$ cat config.mk
export PLATFORM = sky130hd
export DESIGN_NAME = ppi_icb_arbiter_flat
export DESIGN_NICKNAME = d
export VERILOG_FILES = /design/src/rtl/ppi_icb_arbiter_pkg.sv /design/src/rtl/ppi_icb_arbiter_if.sv /design/src/rtl/ppi_icb_arbiter_id_fifo.sv /design/src/rtl/ppi_icb_arbiter.sv /design/src/flat_wrapper.sv
export SDC_FILE = /design/constraint.sdc
export NUM_CORES = 1
export LEC_CHECK = 0
export CORE_AREA = 5 5 123 125
export DETAILED_ROUTE_END_ITERATION = 6
export DIE_AREA = 0 0 128 130
export SLEW_MARGIN = 20
export SYNTH_ARGS = -nofsm -noshare
export SYNTH_HDL_FRONTEND = slang
export SYNTH_SLANG_ARGS = --single-unit
$ cat constraint.sdc
create_clock -name clk -period 2.6 [get_ports clk]
set_clock_uncertainty 0.05 [all_clocks]
set_input_delay 0.26 -clock clk [delete_from_list [all_inputs] [get_ports clk]]
set_output_delay 0.26 -clock clk [all_outputs]
set_load 0.01 [all_outputs]
$ cat src/rtl/ppi_icb_arbiter_pkg.sv
// Shared types and constants for the PPI ICB two-master arbiter.
// Holds the master ID encoding, the round-robin reset value and the FIFO pointer-width helper.
package ppi_icb_arbiter_pkg;

  localparam int   ID_W   = 1;
  localparam int   AW_DEF = 32;
  localparam int   DW_DEF = 32;

  typedef enum logic [ID_W-1:0] {
    MST_M0 = 1'b0,
    MST_M1 = 1'b1
  } mst_e;

  // rr_last resets to m1 so that m0 wins the first contested grant.
  localparam mst_e RR_RST = MST_M1;

  function automatic int ptr_w(input int depth);
    return (depth > 1) ? $clog2(depth) : 1;
  endfunction

endpackage

$ cat src/rtl/ppi_icb_arbiter_if.sv
// ICB command/response bundle shared by the masters and the PPI-side port.
// With PPI_ARB_LOCK_EN defined, the command channel also carries a lock bit.
interface ppi_icb_arbiter_if #(
  parameter int AW = 32,
  parameter int DW = 32
);
  logic            cmd_valid;
  logic            cmd_ready;
  logic [AW-1:0]   cmd_addr;
  logic            cmd_read;
  logic [DW-1:0]   cmd_wdata;
  logic [DW/8-1:0] cmd_wmask;
`ifdef PPI_ARB_LOCK_EN
  logic            cmd_lock;
`endif
  logic            rsp_valid;
  logic            rsp_ready;
  logic            rsp_err;
  logic [DW-1:0]   rsp_rdata;

`ifdef PPI_ARB_LOCK_EN
  modport master (
    output cmd_valid, cmd_addr, cmd_read, cmd_wdata, cmd_wmask, cmd_lock, rsp_ready,
    input  cmd_ready, rsp_valid, rsp_err, rsp_rdata
  );
  modport slave (
    input  cmd_valid, cmd_addr, cmd_read, cmd_wdata, cmd_wmask, cmd_lock, rsp_ready,
    output cmd_ready, rsp_valid, rsp_err, rsp_rdata
  );
`else
  modport master (
    output cmd_valid, cmd_addr, cmd_read, cmd_wdata, cmd_wmask, rsp_ready,
    input  cmd_ready, rsp_valid, rsp_err, rsp_rdata
  );
  modport slave (
    input  cmd_valid, cmd_addr, cmd_read, cmd_wdata, cmd_wmask, rsp_ready,
    output cmd_ready, rsp_valid, rsp_err, rsp_rdata
  );
`endif

endinterface

$ cat src/rtl/ppi_icb_arbiter_id_fifo.sv
// In-order FIFO of master IDs for commands issued but not yet answered.
// Push while full and pop while empty are ignored.
module ppi_arb_id_fifo
  import ppi_icb_arbiter_pkg::*;
#(
  parameter int DEPTH = 2
) (
  input  logic clk,
  input  logic rst,
  input  logic push_i,
  input  logic pop_i,
  input  mst_e din_i,
  output mst_e dout_o,
  output logic full_o,
  output logic empty_o
);

  localparam int PW = ptr_w(DEPTH);
  localparam int CW = $clog2(DEPTH + 1);

  logic [PW-1:0] wr_q, wr_d, rd_q, rd_d;
  logic [CW-1:0] cnt_q, cnt_d;
  mst_e          mem_q [2**PW];
  logic          do_push, do_pop;

  function automatic logic [PW-1:0] next_ptr(input logic [PW-1:0] p);
    return (p == PW'(DEPTH - 1)) ? '0 : p + PW'(1);
  endfunction

  assign full_o  = (cnt_q == CW'(DEPTH));
  assign empty_o = (cnt_q == '0);
  assign dout_o  = mem_q[rd_q];
  assign do_push = push_i & ~full_o;
  assign do_pop  = pop_i & ~empty_o;

  always_comb begin
    wr_d  = do_push ? next_ptr(wr_q) : wr_q;
    rd_d  = do_pop  ? next_ptr(rd_q) : rd_q;
    cnt_d = cnt_q;
    if (do_push && !do_pop)      cnt_d = cnt_q + CW'(1);
    else if (do_pop && !do_push) cnt_d = cnt_q - CW'(1);
  end

  always_ff @(posedge clk or negedge rst) begin
    if (!rst) begin
      wr_q  <= '0;
      rd_q  <= '0;
      cnt_q <= '0;
    end else begin
      wr_q  <= wr_d;
      rd_q  <= rd_d;
      cnt_q <= cnt_d;
    end
  end

  // Storage carries no reset: entries are only read while counted valid.
  always_ff @(posedge clk) begin
    if (do_push) mem_q[wr_q] <= din_i;
  end

endmodule

$ cat src/rtl/ppi_icb_arbiter.sv
// Two-master round-robin ICB arbiter in front of the PPI slave port, with in-order response routing.
// Optional PPI_ARB_LOCK_EN adds per-master cmd_lock that pins the grant across a locked sequence.
module ppi_icb_arbiter
  import ppi_icb_arbiter_pkg::*;
#(
  parameter int AW      = AW_DEF,
  parameter int DW      = DW_DEF,
  parameter int OUTS_DP = 2
) (
  input  logic               clk,
  input  logic               rst,
  ppi_icb_arbiter_if.slave   m0_icb,
  ppi_icb_arbiter_if.slave   m1_icb,
  ppi_icb_arbiter_if.master  o_icb,
  output logic               spurious_rsp
);

  mst_e          rr_last_q, rr_last_d;
  logic          hold_q, hold_d;
  mst_e          hold_mst_q, hold_mst_d;
  logic          spur_q, spur_d;
  mst_e          sel, head;
  logic          sel_valid, fifo_full, fifo_empty;
  logic          cmd_hs, rsp_pop;
  logic [AW-1:0] sel_addr;
  logic [DW-1:0] sel_wdata;
`ifdef PPI_ARB_LOCK_EN
  logic          locked_q, locked_d;
  mst_e          lock_mst_q, lock_mst_d;
  logic          sel_lock;
`endif

  // Grant priority: lock owner, then held master, then round-robin.
  always_comb begin
    if (rr_last_q == MST_M0) sel = m1_icb.cmd_valid ? MST_M1 : MST_M0;
    else                     sel = m0_icb.cmd_valid ? MST_M0 : MST_M1;
    if (hold_q) sel = hold_mst_q;
`ifdef PPI_ARB_LOCK_EN
    if (locked_q) sel = lock_mst_q;
`endif
  end

  assign sel_valid = (sel == MST_M1) ? m1_icb.cmd_valid : m0_icb.cmd_valid;
  assign sel_addr  = (sel == MST_M1) ? m1_icb.cmd_addr  : m0_icb.cmd_addr;
  assign sel_wdata = (sel == MST_M1) ? m1_icb.cmd_wdata : m0_icb.cmd_wdata;

  assign o_icb.cmd_valid = sel_valid & ~fifo_full;
  assign o_icb.cmd_addr  = sel_addr;
  assign o_icb.cmd_wdata = sel_wdata;
  assign o_icb.cmd_read  = (sel == MST_M1) ? m1_icb.cmd_read  : m0_icb.cmd_read;
  assign o_icb.cmd_wmask = (sel == MST_M1) ? m1_icb.cmd_wmask : m0_icb.cmd_wmask;
`ifdef PPI_ARB_LOCK_EN
  assign o_icb.cmd_lock  = (sel == MST_M1) ? m1_icb.cmd_lock  : m0_icb.cmd_lock;
  assign sel_lock        = o_icb.cmd_lock;
`endif

  assign m0_icb.cmd_ready = (sel == MST_M0) & o_icb.cmd_ready & ~fifo_full;
  assign m1_icb.cmd_ready = (sel == MST_M1) & o_icb.cmd_ready & ~fifo_full;
  assign cmd_hs           = o_icb.cmd_valid & o_icb.cmd_ready;

  // With nothing outstanding, ready follows valid so a stray response drains in one cycle.
  assign o_icb.rsp_ready = fifo_empty ? o_icb.rsp_valid
                                      : ((head == MST_M1) ? m1_icb.rsp_ready : m0_icb.rsp_ready);
  assign rsp_pop         = o_icb.rsp_valid & o_icb.rsp_ready & ~fifo_empty;

  assign m0_icb.rsp_valid = o_icb.rsp_valid & ~fifo_empty & (head == MST_M0);
  assign m1_icb.rsp_valid = o_icb.rsp_valid & ~fifo_empty & (head == MST_M1);
  assign m0_icb.rsp_err   = (~fifo_empty && head == MST_M0) ? o_icb.rsp_err   : 1'b0;
  assign m1_icb.rsp_err   = (~fifo_empty && head == MST_M1) ? o_icb.rsp_err   : 1'b0;
  assign m0_icb.rsp_rdata = (~fifo_empty && head == MST_M0) ? o_icb.rsp_rdata : '0;
  assign m1_icb.rsp_rdata = (~fifo_empty && head == MST_M1) ? o_icb.rsp_rdata : '0;

  assign spurious_rsp = spur_q;

  always_comb begin
    rr_last_d  = rr_last_q;
    hold_d     = hold_q;
    hold_mst_d = hold_mst_q;
    spur_d     = spur_q | (o_icb.rsp_valid & fifo_empty);
`ifdef PPI_ARB_LOCK_EN
    locked_d   = locked_q;
    lock_mst_d = lock_mst_q;
    if (cmd_hs) begin
      locked_d   = sel_lock;
      lock_mst_d = sel;
      if (!locked_q) rr_last_d = sel;
    end
`else
    if (cmd_hs) rr_last_d = sel;
`endif
    if (cmd_hs) begin
      hold_d = 1'b0;
    end else if (o_icb.cmd_valid && !o_icb.cmd_ready) begin
      hold_d     = 1'b1;
      hold_mst_d = sel;
    end
  end

  always_ff @(posedge clk or negedge rst) begin
    if (!rst) begin
      rr_last_q  <= RR_RST;
      hold_q     <= 1'b0;
      hold_mst_q <= MST_M0;
      spur_q     <= 1'b0;
`ifdef PPI_ARB_LOCK_EN
      locked_q   <= 1'b0;
      lock_mst_q <= MST_M0;
`endif
    end else begin
      rr_last_q  <= rr_last_d;
      hold_q     <= hold_d;
      hold_mst_q <= hold_mst_d;
      spur_q     <= spur_d;
`ifdef PPI_ARB_LOCK_EN
      locked_q   <= locked_d;
      lock_mst_q <= lock_mst_d;
`endif
    end
  end

  ppi_arb_id_fifo #(.DEPTH(OUTS_DP)) u_id_fifo (
    .clk     (clk),
    .rst     (rst),
    .push_i  (cmd_hs),
    .pop_i   (rsp_pop),
    .din_i   (sel),
    .dout_o  (head),
    .full_o  (fifo_full),
    .empty_o (fifo_empty)
  );

endmodule

$ cat src/flat_wrapper.sv
// flat-port wrapper written by rule: the top's interface ports become plain ports
module ppi_icb_arbiter_flat import ppi_icb_arbiter_pkg::*;
#(
  parameter int AW      = AW_DEF,
  parameter int DW      = DW_DEF,
  parameter int OUTS_DP = 2
)
  (clk, rst, spurious_rsp, m0_icb_cmd_valid, m0_icb_cmd_addr, m0_icb_cmd_read, m0_icb_cmd_wdata, m0_icb_cmd_wmask, m0_icb_rsp_ready, m0_icb_cmd_ready, m0_icb_rsp_valid, m0_icb_rsp_err, m0_icb_rsp_rdata, m1_icb_cmd_valid, m1_icb_cmd_addr, m1_icb_cmd_read, m1_icb_cmd_wdata, m1_icb_cmd_wmask, m1_icb_rsp_ready, m1_icb_cmd_ready, m1_icb_rsp_valid, m1_icb_rsp_err, m1_icb_rsp_rdata, o_icb_cmd_valid, o_icb_cmd_addr, o_icb_cmd_read, o_icb_cmd_wdata, o_icb_cmd_wmask, o_icb_rsp_ready, o_icb_cmd_ready, o_icb_rsp_valid, o_icb_rsp_err, o_icb_rsp_rdata);
  ppi_icb_arbiter_if #(.AW(AW), .DW(DW)) m0_icb_i ();
  ppi_icb_arbiter_if #(.AW(AW), .DW(DW)) m1_icb_i ();
  ppi_icb_arbiter_if #(.AW(AW), .DW(DW)) o_icb_i ();
  input  logic clk;
  input  logic rst;
  output logic spurious_rsp;
  input wire logic [$bits(m0_icb_i.cmd_valid)-1:0] m0_icb_cmd_valid;
  input wire logic [$bits(m0_icb_i.cmd_addr)-1:0] m0_icb_cmd_addr;
  input wire logic [$bits(m0_icb_i.cmd_read)-1:0] m0_icb_cmd_read;
  input wire logic [$bits(m0_icb_i.cmd_wdata)-1:0] m0_icb_cmd_wdata;
  input wire logic [$bits(m0_icb_i.cmd_wmask)-1:0] m0_icb_cmd_wmask;
  input wire logic [$bits(m0_icb_i.rsp_ready)-1:0] m0_icb_rsp_ready;
  output wire logic [$bits(m0_icb_i.cmd_ready)-1:0] m0_icb_cmd_ready;
  output wire logic [$bits(m0_icb_i.rsp_valid)-1:0] m0_icb_rsp_valid;
  output wire logic [$bits(m0_icb_i.rsp_err)-1:0] m0_icb_rsp_err;
  output wire logic [$bits(m0_icb_i.rsp_rdata)-1:0] m0_icb_rsp_rdata;
  input wire logic [$bits(m1_icb_i.cmd_valid)-1:0] m1_icb_cmd_valid;
  input wire logic [$bits(m1_icb_i.cmd_addr)-1:0] m1_icb_cmd_addr;
  input wire logic [$bits(m1_icb_i.cmd_read)-1:0] m1_icb_cmd_read;
  input wire logic [$bits(m1_icb_i.cmd_wdata)-1:0] m1_icb_cmd_wdata;
  input wire logic [$bits(m1_icb_i.cmd_wmask)-1:0] m1_icb_cmd_wmask;
  input wire logic [$bits(m1_icb_i.rsp_ready)-1:0] m1_icb_rsp_ready;
  output wire logic [$bits(m1_icb_i.cmd_ready)-1:0] m1_icb_cmd_ready;
  output wire logic [$bits(m1_icb_i.rsp_valid)-1:0] m1_icb_rsp_valid;
  output wire logic [$bits(m1_icb_i.rsp_err)-1:0] m1_icb_rsp_err;
  output wire logic [$bits(m1_icb_i.rsp_rdata)-1:0] m1_icb_rsp_rdata;
  output wire logic [$bits(o_icb_i.cmd_valid)-1:0] o_icb_cmd_valid;
  output wire logic [$bits(o_icb_i.cmd_addr)-1:0] o_icb_cmd_addr;
  output wire logic [$bits(o_icb_i.cmd_read)-1:0] o_icb_cmd_read;
  output wire logic [$bits(o_icb_i.cmd_wdata)-1:0] o_icb_cmd_wdata;
  output wire logic [$bits(o_icb_i.cmd_wmask)-1:0] o_icb_cmd_wmask;
  output wire logic [$bits(o_icb_i.rsp_ready)-1:0] o_icb_rsp_ready;
  input wire logic [$bits(o_icb_i.cmd_ready)-1:0] o_icb_cmd_ready;
  input wire logic [$bits(o_icb_i.rsp_valid)-1:0] o_icb_rsp_valid;
  input wire logic [$bits(o_icb_i.rsp_err)-1:0] o_icb_rsp_err;
  input wire logic [$bits(o_icb_i.rsp_rdata)-1:0] o_icb_rsp_rdata;
  assign m0_icb_i.cmd_valid = m0_icb_cmd_valid;
  assign m0_icb_i.cmd_addr = m0_icb_cmd_addr;
  assign m0_icb_i.cmd_read = m0_icb_cmd_read;
  assign m0_icb_i.cmd_wdata = m0_icb_cmd_wdata;
  assign m0_icb_i.cmd_wmask = m0_icb_cmd_wmask;
  assign m0_icb_i.rsp_ready = m0_icb_rsp_ready;
  assign m0_icb_cmd_ready = m0_icb_i.cmd_ready;
  assign m0_icb_rsp_valid = m0_icb_i.rsp_valid;
  assign m0_icb_rsp_err = m0_icb_i.rsp_err;
  assign m0_icb_rsp_rdata = m0_icb_i.rsp_rdata;
  assign m1_icb_i.cmd_valid = m1_icb_cmd_valid;
  assign m1_icb_i.cmd_addr = m1_icb_cmd_addr;
  assign m1_icb_i.cmd_read = m1_icb_cmd_read;
  assign m1_icb_i.cmd_wdata = m1_icb_cmd_wdata;
  assign m1_icb_i.cmd_wmask = m1_icb_cmd_wmask;
  assign m1_icb_i.rsp_ready = m1_icb_rsp_ready;
  assign m1_icb_cmd_ready = m1_icb_i.cmd_ready;
  assign m1_icb_rsp_valid = m1_icb_i.rsp_valid;
  assign m1_icb_rsp_err = m1_icb_i.rsp_err;
  assign m1_icb_rsp_rdata = m1_icb_i.rsp_rdata;
  assign o_icb_cmd_valid = o_icb_i.cmd_valid;
  assign o_icb_cmd_addr = o_icb_i.cmd_addr;
  assign o_icb_cmd_read = o_icb_i.cmd_read;
  assign o_icb_cmd_wdata = o_icb_i.cmd_wdata;
  assign o_icb_cmd_wmask = o_icb_i.cmd_wmask;
  assign o_icb_rsp_ready = o_icb_i.rsp_ready;
  assign o_icb_i.cmd_ready = o_icb_cmd_ready;
  assign o_icb_i.rsp_valid = o_icb_rsp_valid;
  assign o_icb_i.rsp_err = o_icb_rsp_err;
  assign o_icb_i.rsp_rdata = o_icb_rsp_rdata;
  ppi_icb_arbiter #(.AW(AW), .DW(DW), .OUTS_DP(OUTS_DP)) u_core (.clk(clk), .rst(rst), .m0_icb(m0_icb_i), .m1_icb(m1_icb_i), .o_icb(o_icb_i), .spurious_rsp(spurious_rsp));
endmodule
==> results.txt, run 1 <==
The run finished with clean final reports. In this run the core area contains 43 standard-cell rows. Entering global routing, the biggest net connects 35 pins. After clock tree synthesis, the setup repair step added 0 buffers. For the synthesized area, the log shows 0.002110 mm². For the count of nets after finishing, the log shows 719. The number of antenna cells inserted was 0; the worst-case headroom to the max-slew limit was 71.48%. Yosys mapped a number of flops with a built-in enable equal to 2. Across the run, the number of max-cap violations was 0. The share of synthesized flip-flops with an asynchronous set or reset was 80.00%. The startpoint kind of the worst setup timing path is an input port. The run gives 0 as the final number of hold-violating endpoints. The tools report the area of the placeable core as 0.01377 mm². The length of the first detailed-routing pass in iterations is 4, and the final weighted congestion in routability-driven placement is 0.8670. The register-to-register path setup slack came out at 0.76 ns. After synthesis, the netlist uses 29 different library cells. After clock tree synthesis, the clock-pin slew on the worst setup and hold paths is 0.04 ns. At the pin with the least slew margin, the transition time is 0.4265 ns. The average instance in the mapped netlist occupies 9.858 µm². Of all nets on the critical path, the largest fanout is 13.

The logs give 0 ns for the summed negative setup slack over all endpoints and 10 for the number of clock sinks seen by CTS. Compared with the post-synthesis result, the final layout area differs by 167.7%. The logic depth of the worst path, buffers included was 8; the initial core utilization was 15.32%. The worst hold slack was 0.2821 ns; the die outline height was 130 µm. The top cell family by delay on the critical path was buffers and inverters. The routed wire length per instance was 18.95 µm; the total buffers and inverters traversed by the critical path was 4.

Number of cells traversed by the worst register-to-register path: 7. The die covers 0.01664 mm². After technology mapping, the gate count stands at 214.

Input and output buffers added on the ports amount to 320. Setup violations remaining at the end of the flow were counted as 0. TritonCTS built the clock tree.

For the data arrival time of the critical path, the log shows 2.23 ns. The worst register-to-register path ends at u_core.u_id_fifo.cnt_q[1]. Timing-limited maximum frequency: 393.3 MHz. The type of destination of the critical path is an output port. Setup repair after global routing left no endpoint under its margin.

Traced cell by cell, the critical path runs through clkdlybuf4s50_1, nor2_1, a21oi_2, o21ai_4, buf_12, buf_12, mux2_2, clkdlybuf4s50_1. For this run, the number of Yosys warnings is 0. The H-tree level count was 1; the synthesis-stage register bit count was 10. After detailed routing, the number of vias per cell comes to 4.081.

The biggest cell delay along the critical path is 0.50 ns, and the clock latency on the worst-skew pair is 0.23 ns. The buffer type at the clock tree root was sky130_fd_sc_hd__clkbuf_16. The logs give 2 for the number of antenna violations at the first check in global routing and 2 for the maximum buffer depth of the clock tree. Summed over all layers, the routed wires come to 13.61 mm. In this run the critical register-to-register path is launched from u_core.hold_q. After filler insertion, the fill cell instance count of the layout stands at 1,363. The post-route netlist has 16.73% of its cells at a drive strength greater than 1. The share of the core filled with cells is 41.00%, and the global-route congestion overflow total is 0.

Detailed routing placed a total of 6.934 mm of wire on met2. Power density relative to cell area: 938.3 mW/mm². The tools report the number of I/O pins as 321.

The first global-routing pass estimated 19.11 mm of wire. Type of the most critical hold path: input port to async pin. The number of cells upsized or downsized after cts was 0; the detailed placer's ending HPWL was 12.05 mm. The floorplan step set the die width to 128 µm. The category of the most critical setup path is input port to output port. Among all stages on the critical path, the largest delay is contributed by sky130_fd_sc_hd__clkdlybuf4s50_1. The worst-case vdd ir drop is 0.3251 mV.

The number of buffers created by CTS was 3. Final clock period utilization by the worst path: 97.79%. Across every metal layer, demand over resource in global routing totals 14.88%. Routed signal wires occupy layers up through met5. The vias after detailed routing came out at 2,930. In the final routing, the length of wire on met1 measures 4.809 mm. For the sequential cell area fraction in the yosys report, the log shows 12.40%. In the routed design, unresolved DRC markers number 0. The remaining antenna violation count was 0. For this block, the initial DRC count from the detailed router was 83. For this design, the CTS-stage hold fixing added 0 buffers.

The most used flip-flop cell after synthesis is sky130_fd_sc_hd__dfrtp_1. The wire length on met3 is 1.593 mm, and the time the final worst path needs with I/O delays and setup is 2.542 ns. The final-report max-slew violation count was 0. The analysis attributes to cell leakage a power of 2.268 nW. The run gives 394 as the net count of the mapped netlist. Via count of the first global-routing pass: 3,264. Data on the critical path is required at its endpoint by 2.29 ns.
==> layer usage <==
layer	global-route usage (%)	vias up
met5	0	-
met4	2.871	4
met3	6.549	14
met2	28.22	186
met1	15.23	1341
li1	-	1385
==> worst reg2reg max path, stage by stage, from the launching register on <==
cell	delay, ns
sky130_fd_sc_hd__dfrtp_1	0.44
sky130_fd_sc_hd__nand2b_1	0.19
sky130_fd_sc_hd__a21oi_1	0.11
sky130_fd_sc_hd__nor3_1	0.36
sky130_fd_sc_hd__ha_1	0.23
sky130_fd_sc_hd__xor2_1	0.15
sky130_fd_sc_hd__nor2_1	0.06
sky130_fd_sc_hd__xnor2_1	0.13
==> layout make-up <==
type	instances	area [µm²]	area share (%)
Clock buffer	3	75.07	1.329
Clock inverter	1	3.754	0.06647
Inverter	3	11.26	0.1994
Multi-Input combinational cell	187	1708	30.25
Sequential cell	10	261.5	4.631
Tap cell	180	225.2	3.988
Timing Repair Buffer	334	3362	59.54
==> stage by stage <==
stage / cell area [µm²] / worst slack, ns / total power [mW] / cells
finish: 5647 / 0.05759 / 5.298 / 718
global route: 5647 / 0.006271 / 5.611 / 718
CTS: 5643 / 0.01675 / 5.379 / 718
detailed placement: 5564 / 0.01402 / 5.065 / 714
global placement: 5564 / 0.02463 / 5.026 / 714
floorplan: 2110 / 0.7937 / 2.722 / 214
==> worst max path at each step <==
stage	startpoint	endpoint
final	m1_icb_cmd_valid	o_icb_cmd_addr[8]
after global routing	m1_icb_cmd_valid	o_icb_cmd_addr[8]
after CTS	m1_icb_cmd_valid	o_icb_cmd_addr[30]
after detailed placement	m1_icb_cmd_valid	o_icb_cmd_addr[30]
after global placement	m1_icb_cmd_valid	o_icb_cmd_addr[20]
after floorplan	u_core.rr_last_q	o_icb_cmd_addr[2]
==> power by group <==
group	switching (mW)	internal, mW	leakage (nW)
logic	1.85	2.86	2.12
clock network	0.0712	0.202	0.0385
registers	0.0822	0.240	0.109
total	2.00	3.30	2.27
==> synth_stat cells (2+ instances only) <==
| cell | count | area, µm² |
|---|---|---|
| sky130_fd_sc_hd__mux2_4 | 50 | 750.7 |
| sky130_fd_sc_hd__nor2_1 | 9 | 33.78 |
| sky130_fd_sc_hd__a21o_1 | 2 | 15.01 |
| sky130_fd_sc_hd__xnor2_1 | 2 | 17.52 |
| sky130_fd_sc_hd__mux2_2 | 20 | 225.2 |
| sky130_fd_sc_hd__o31ai_1 | 3 | 22.52 |
| sky130_fd_sc_hd__mux2i_1 | 4 | 40.04 |
| sky130_fd_sc_hd__xor2_1 | 2 | 17.52 |
| sky130_fd_sc_hd__nand2b_1 | 2 | 12.51 |
| sky130_fd_sc_hd__buf_8 | 6 | 90.09 |
| sky130_fd_sc_hd__nor3_1 | 5 | 25.02 |
| sky130_fd_sc_hd__clkbuf_1 | 6 | 22.52 |
| sky130_fd_sc_hd__inv_1 | 3 | 11.26 |
| sky130_fd_sc_hd__edfxtp_1 | 2 | 60.06 |
| sky130_fd_sc_hd__a21oi_1 | 2 | 10.01 |
| sky130_fd_sc_hd__and2_1 | 69 | 431.7 |
| sky130_fd_sc_hd__dfrtp_1 | 7 | 175.2 |
| sky130_fd_sc_hd__o21ai_0 | 5 | 25.02 |
| sky130_fd_sc_hd__nand2_1 | 5 | 18.77 |
==> layout by cell type, fill, tap and decap left out <==
cell                              instances
sky130_fd_sc_hd__a211oi_1                 1
sky130_fd_sc_hd__a21o_1                   2
sky130_fd_sc_hd__a21oi_1                  2
sky130_fd_sc_hd__a21oi_2                  1
sky130_fd_sc_hd__and2_1                  69
sky130_fd_sc_hd__buf_12                   4
sky130_fd_sc_hd__buf_4                    9
sky130_fd_sc_hd__buf_6                    1
sky130_fd_sc_hd__clkbuf_16                3
sky130_fd_sc_hd__clkdlybuf4s50_1        320
sky130_fd_sc_hd__clkinv_1                 1
sky130_fd_sc_hd__dfrtp_1                  7
sky130_fd_sc_hd__dfstp_2                  1
sky130_fd_sc_hd__edfxtp_1                 2
sky130_fd_sc_hd__ha_1                     1
sky130_fd_sc_hd__inv_1                    3
sky130_fd_sc_hd__mux2_2                  20
sky130_fd_sc_hd__mux2_4                  50
sky130_fd_sc_hd__mux2i_1                  4
sky130_fd_sc_hd__nand2_1                  5
sky130_fd_sc_hd__nand2b_1                 2
sky130_fd_sc_hd__nor2_1                   9
sky130_fd_sc_hd__nor2b_1                  1
sky130_fd_sc_hd__nor3_1                   5
sky130_fd_sc_hd__nor4_1                   1
sky130_fd_sc_hd__o21ai_0                  5
sky130_fd_sc_hd__o21ai_1                  1
sky130_fd_sc_hd__o21ai_4                  1
sky130_fd_sc_hd__o31ai_1                  3
sky130_fd_sc_hd__xnor2_1                  2
sky130_fd_sc_hd__xor2_1                   2
==> state kept, by name, indices dropped and copies added (netlist names) <==
name                    cells
u_core.rr_last_q            1
u_core.hold_mst_q           1
u_core.spurious_rsp         1
u_core.hold_q               1
u_core.u_id_fifo.wr_q       1
u_core.u_id_fifo.rd_q       1
u_core.u_id_fifo.cnt_q      2
u_core.u_id_fifo.mem_q      2
==> cell families after synthesis <==
family / after synthesis / share of synthesized area (%)
AO/OA/AOI/OAI: 16 / 5.219
XOR/XNOR: 4 / 1.661
adder cells (fa/ha/maj): 1 / 0.5930
buffers and inverters: 17 / 6.643
flip-flops: 10 / 12.40
multiplexers: 74 / 48.16
AND/OR/NAND/NOR: 92 / 25.33
(Power assumes the default switching activity.)
==> inputs of run 2 (changes only) <==
--- a/config.mk
+++ b/config.mk
@@ -8,6 +8,8 @@
 export CORE_AREA = 5 5 123 125
 export DETAILED_ROUTE_END_ITERATION = 6
 export DIE_AREA = 0 0 128 130
+export HOLD_SLACK_MARGIN = 0.1
+export PLACE_DENSITY_LB_ADDON = 0.3
 export SLEW_MARGIN = 20
 export SYNTH_ARGS = -nofsm -noshare
 export SYNTH_HDL_FRONTEND = slang
==> results.txt, run 2 (synthesis results as in run 1) <==
The tools report the final number of hold-violating endpoints as 0 (unchanged). Compared with the post-synthesis result, the final layout area differs by 174.8%. The power density relative to cell area came out at 919.7 mW/mm² (-2.0%). The origin of the critical flop-to-flop path is u_core.hold_q. The run gives 1,346 (-1.2%) as the layout filler cell count.

The fraction of power spent switching nets works out to 38.04% (+0.26 points). The global routing usage summed across all routing layers was 13.82% (-1.1 points). The most common cell after layout, fill and taps aside was sky130_fd_sc_hd__clkdlybuf4s50_1.

Length of the first detailed-routing pass in iterations: 3 (-1). The number of antenna violations at the first check in global routing was 0 (-2); the maximum fanout count along the critical path was 26 (+13). The library cells used most frequently in the layout, excluding fill and tap cells, are sky130_fd_sc_hd__clkdlybuf4s50_1 (274), sky130_fd_sc_hd__and2_1 (69), sky130_fd_sc_hd__mux2_4 (50).

The largest registers in the layout are u_core.u_id_fifo.cnt_q (2), u_core.u_id_fifo.mem_q (2). The number of clock sinks seen by CTS was 10 (unchanged); the die boundary width was 128 µm (unchanged). Clock latency on the worst-skew pair: 0.23 ns (about the same).

The share of total power in the clock network came out at 5.0% (about the same). The tools report the type of destination of the critical path as an output port. The floorplan die area was 0.01664 mm² (unchanged); the power spent charging and discharging nets was 2.028 mW (+1.3%). The via count of the first global-routing pass is 3,144 (-3.7%).

The top cell family by delay on the critical path was buffers and inverters. Final clock period utilization by the worst path: 97.19% (-0.60 points). Setup repair after global routing left no endpoint under its margin. The proportion of layout cells with a drive suffix above 1 is 17.04% (+0.31 points).

The total buffers and inverters traversed by the critical path came out at 4 (unchanged). The run gives 0 (unchanged) as the remaining routing DRC violations. The run gives 0 (unchanged) as the global-route congestion overflow total.

The number of port buffers came out at 320 (unchanged). The number of buffers created by CTS is 3 (unchanged), and the sequential fraction of design power is 6.0% (about the same). Traced cell by cell, the critical path runs through clkdlybuf4s50_1, nor2_1, a21oi_2, o21ai_4, buf_4, buf_12, mux2_4, clkdlybuf4s50_1. Power share of the combinational group: 89.0% (+0.2 points).

The leakage component of the power was 2.689 nW (+19%); the number of I/O pins was 321 (unchanged). The peak-usage layer in the global routing report is met2. The summed negative setup slack over all endpoints was 0 ns (unchanged); the met2 track demand over resource in global routing was 25.54% (-2.7 points).

The register-to-register path setup slack was 0.75 ns (about the same). Final-report max-slew violation count: 0 (unchanged). The worst register-to-register path ends at u_core.u_id_fifo.cnt_q[1].

The worst setup path is of the input port to output port kind. The multi-input gate area in the final layout came out at 0.001708 mm² (unchanged). The biggest cell delay along the critical path is 0.50 ns (about the same). The flow ran to the end, and the final reports show no timing, DRC or antenna violations. For the area taken by flip-flops and latches, the log shows 261.5 µm² (unchanged). The required arrival time at the worst endpoint came out at 2.29 ns (about the same). The row count is 43 (unchanged), and the number of cells traversed by the worst register-to-register path is 7 (unchanged). The most used cell along the critical path is sky130_fd_sc_hd__clkdlybuf4s50_1.

Global-route wire length before repair: 18.00 mm (-5.8%). For the cell internal power dissipation, the log shows 3.303 mW (+0.19%). The worst-case headroom to the max-slew limit is 71.61% (+0.14 points), and the timing-limited maximum frequency is 395.8 MHz (+0.62%).

The buffer type at the clock tree root was sky130_fd_sc_hd__clkbuf_16. The tools report the final weighted congestion in routability-driven placement as 0.9680 (+12%). The clock transition at the registers of the reported paths is 0.04 ns (about the same), and the die outline height is 130 µm (unchanged). The startpoint kind of the worst setup timing path is an input port. The max-capacitance violation count was 0 (unchanged). The initial detailed-routing violation count was 55 (-34%). The worst hold slack was 0.2540 ns (-0.02809 ns); the area of the placeable core was 0.01377 mm² (unchanged). The data arrival time of the critical path came out at 2.22 ns (about the same).

The tools report the number of antenna cells inserted as 0 (unchanged). TritonCTS built the clock tree. Logic depth of the worst path, buffers included: 8 (unchanged). In this run the worst setup path terminates at o_icb_cmd_addr[11]. The logs give 0 (unchanged) for the remaining antenna violation count and 42.09% (+1.1 points) for the share of the core filled with cells.

The H-tree level count was 1 (unchanged); the via-per-instance ratio was 4.010 (-1.7%). For the global routing met1 resource utilization, the log shows 14.75% (-0.47 points). The vias after detailed routing is 2,887 (-1.5%), and the largest net degree at the start of global routing is 35 (unchanged). The count of nets after finishing was 721 (+0.28%). The routed wire length came out at 13.32 mm (-2.1%). The worst-case vdd ir drop was 0.3589 mV (+10%). The time the final worst path needs with I/O delays and setup was 2.527 ns (-0.01558 ns); the number of hold-repair buffers added at the cts stage was 0 (unchanged).

The routed wire length per instance was 18.50 µm (-2.4%). The initial core utilization came out at 15.32% (unchanged). The tightest min-delay check is of the input port to async pin type. The slew at the pin with the worst max-slew slack was 0.4229 ns (-0.003586 ns). The cell type of the slowest stage on the worst timing path is sky130_fd_sc_hd__clkdlybuf4s50_1. The maximum buffer depth of the clock tree is 2 (unchanged). The tools report the fraction of met3 tracks used by global routing as 5.894% (-0.65 points). The run gives 0 (unchanged) as the total setup violations reported at the end of the flow. The detailed placer's ending HPWL is 11.38 mm (-5.6%). The most critical setup path has its startpoint at m1_icb_cmd_valid.
## run 2: power groups by stage
| stage | Sequential (mW) | Clock, mW | Combinational [mW] |
|---|---|---|---|
| after floorplan | 0.292 | 0 | 2.43 |
| after global placement | 0.318 | 0 | 4.66 |
| after detailed placement | 0.320 | 0 | 4.67 |
| after CTS | 0.318 | 0.272 | 4.70 |
| after global routing | 0.332 | 0.280 | 5.03 |
| final | 0.318 | 0.267 | 4.75 |
## run 2: how the worst min path moves through the flow
stage	start	endpoint	cells after the start
global route	rst	u_core.spurious_rsp	1
finish	rst	u_core.u_id_fifo.cnt_q[0]	1
detailed placement	u_core.spurious_rsp	u_core.spurious_rsp	1
floorplan	rst	u_core.hold_mst_q	0
CTS	rst	u_core.u_id_fifo.wr_q	1
global placement	u_core.spurious_rsp	u_core.spurious_rsp	1
## run 2: layer usage
layer | routed length [µm] | part of all wire, % | vias to the layer above
met2 | 6764 | 51 | 198
li1 | - | - | 1393
met4 | 206 | 1.5 | 0
met5 | 0 | 0 | -
met1 | 4822 | 36 | 1286
met3 | 1527 | 11 | 10
## run 2: what timing repair did
| action | 4_1_cts | 5_1_grt |
|---|---|---|
| cloned | 0 | 2 |
| pin swaps | 0 | 1 |
| endpoints found under the setup margin | 3 | 20 |
| gates resized for setup | 3 | 43 |
| setup buffers | 0 | 3 |
## run 2: area by class of cell
| class | count | share of cell area, % |
|---|---|---|
| timing repair buffer | 336 | 60.59 |
| multi-input combinational | 187 | 29.46 |
| sequential | 10 | 4.511 |
| tap | 180 | 3.885 |
| clock buffer | 3 | 1.295 |
| inverter | 3 | 0.1943 |
| clock inverter | 1 | 0.06475 |
## run 2: worst reg2reg max path, cell delays in order (launching register included)
cell,delay [ns]
sky130_fd_sc_hd__dfrtp_1,0.43
sky130_fd_sc_hd__nand2b_1,0.19
sky130_fd_sc_hd__a21oi_1,0.11
sky130_fd_sc_hd__nor3_1,0.39
sky130_fd_sc_hd__ha_1,0.24
sky130_fd_sc_hd__xor2_1,0.15
sky130_fd_sc_hd__nor2_1,0.06
sky130_fd_sc_hd__xnor2_1,0.11
## run 2: through the flow
step | instances | setup slack, ns | total power [mW] | instance area [µm²]
floorplan | 214 | 0.7937 | 2.722 | 2110
global placement | 711 | -0.007766 | 4.983 | 5542
detailed placement | 711 | -0.01890 | 4.992 | 5542
CTS | 715 | 0.0006330 | 5.288 | 5617
global route | 720 | 0.001106 | 5.639 | 5797
finish | 720 | 0.07316 | 5.331 | 5797
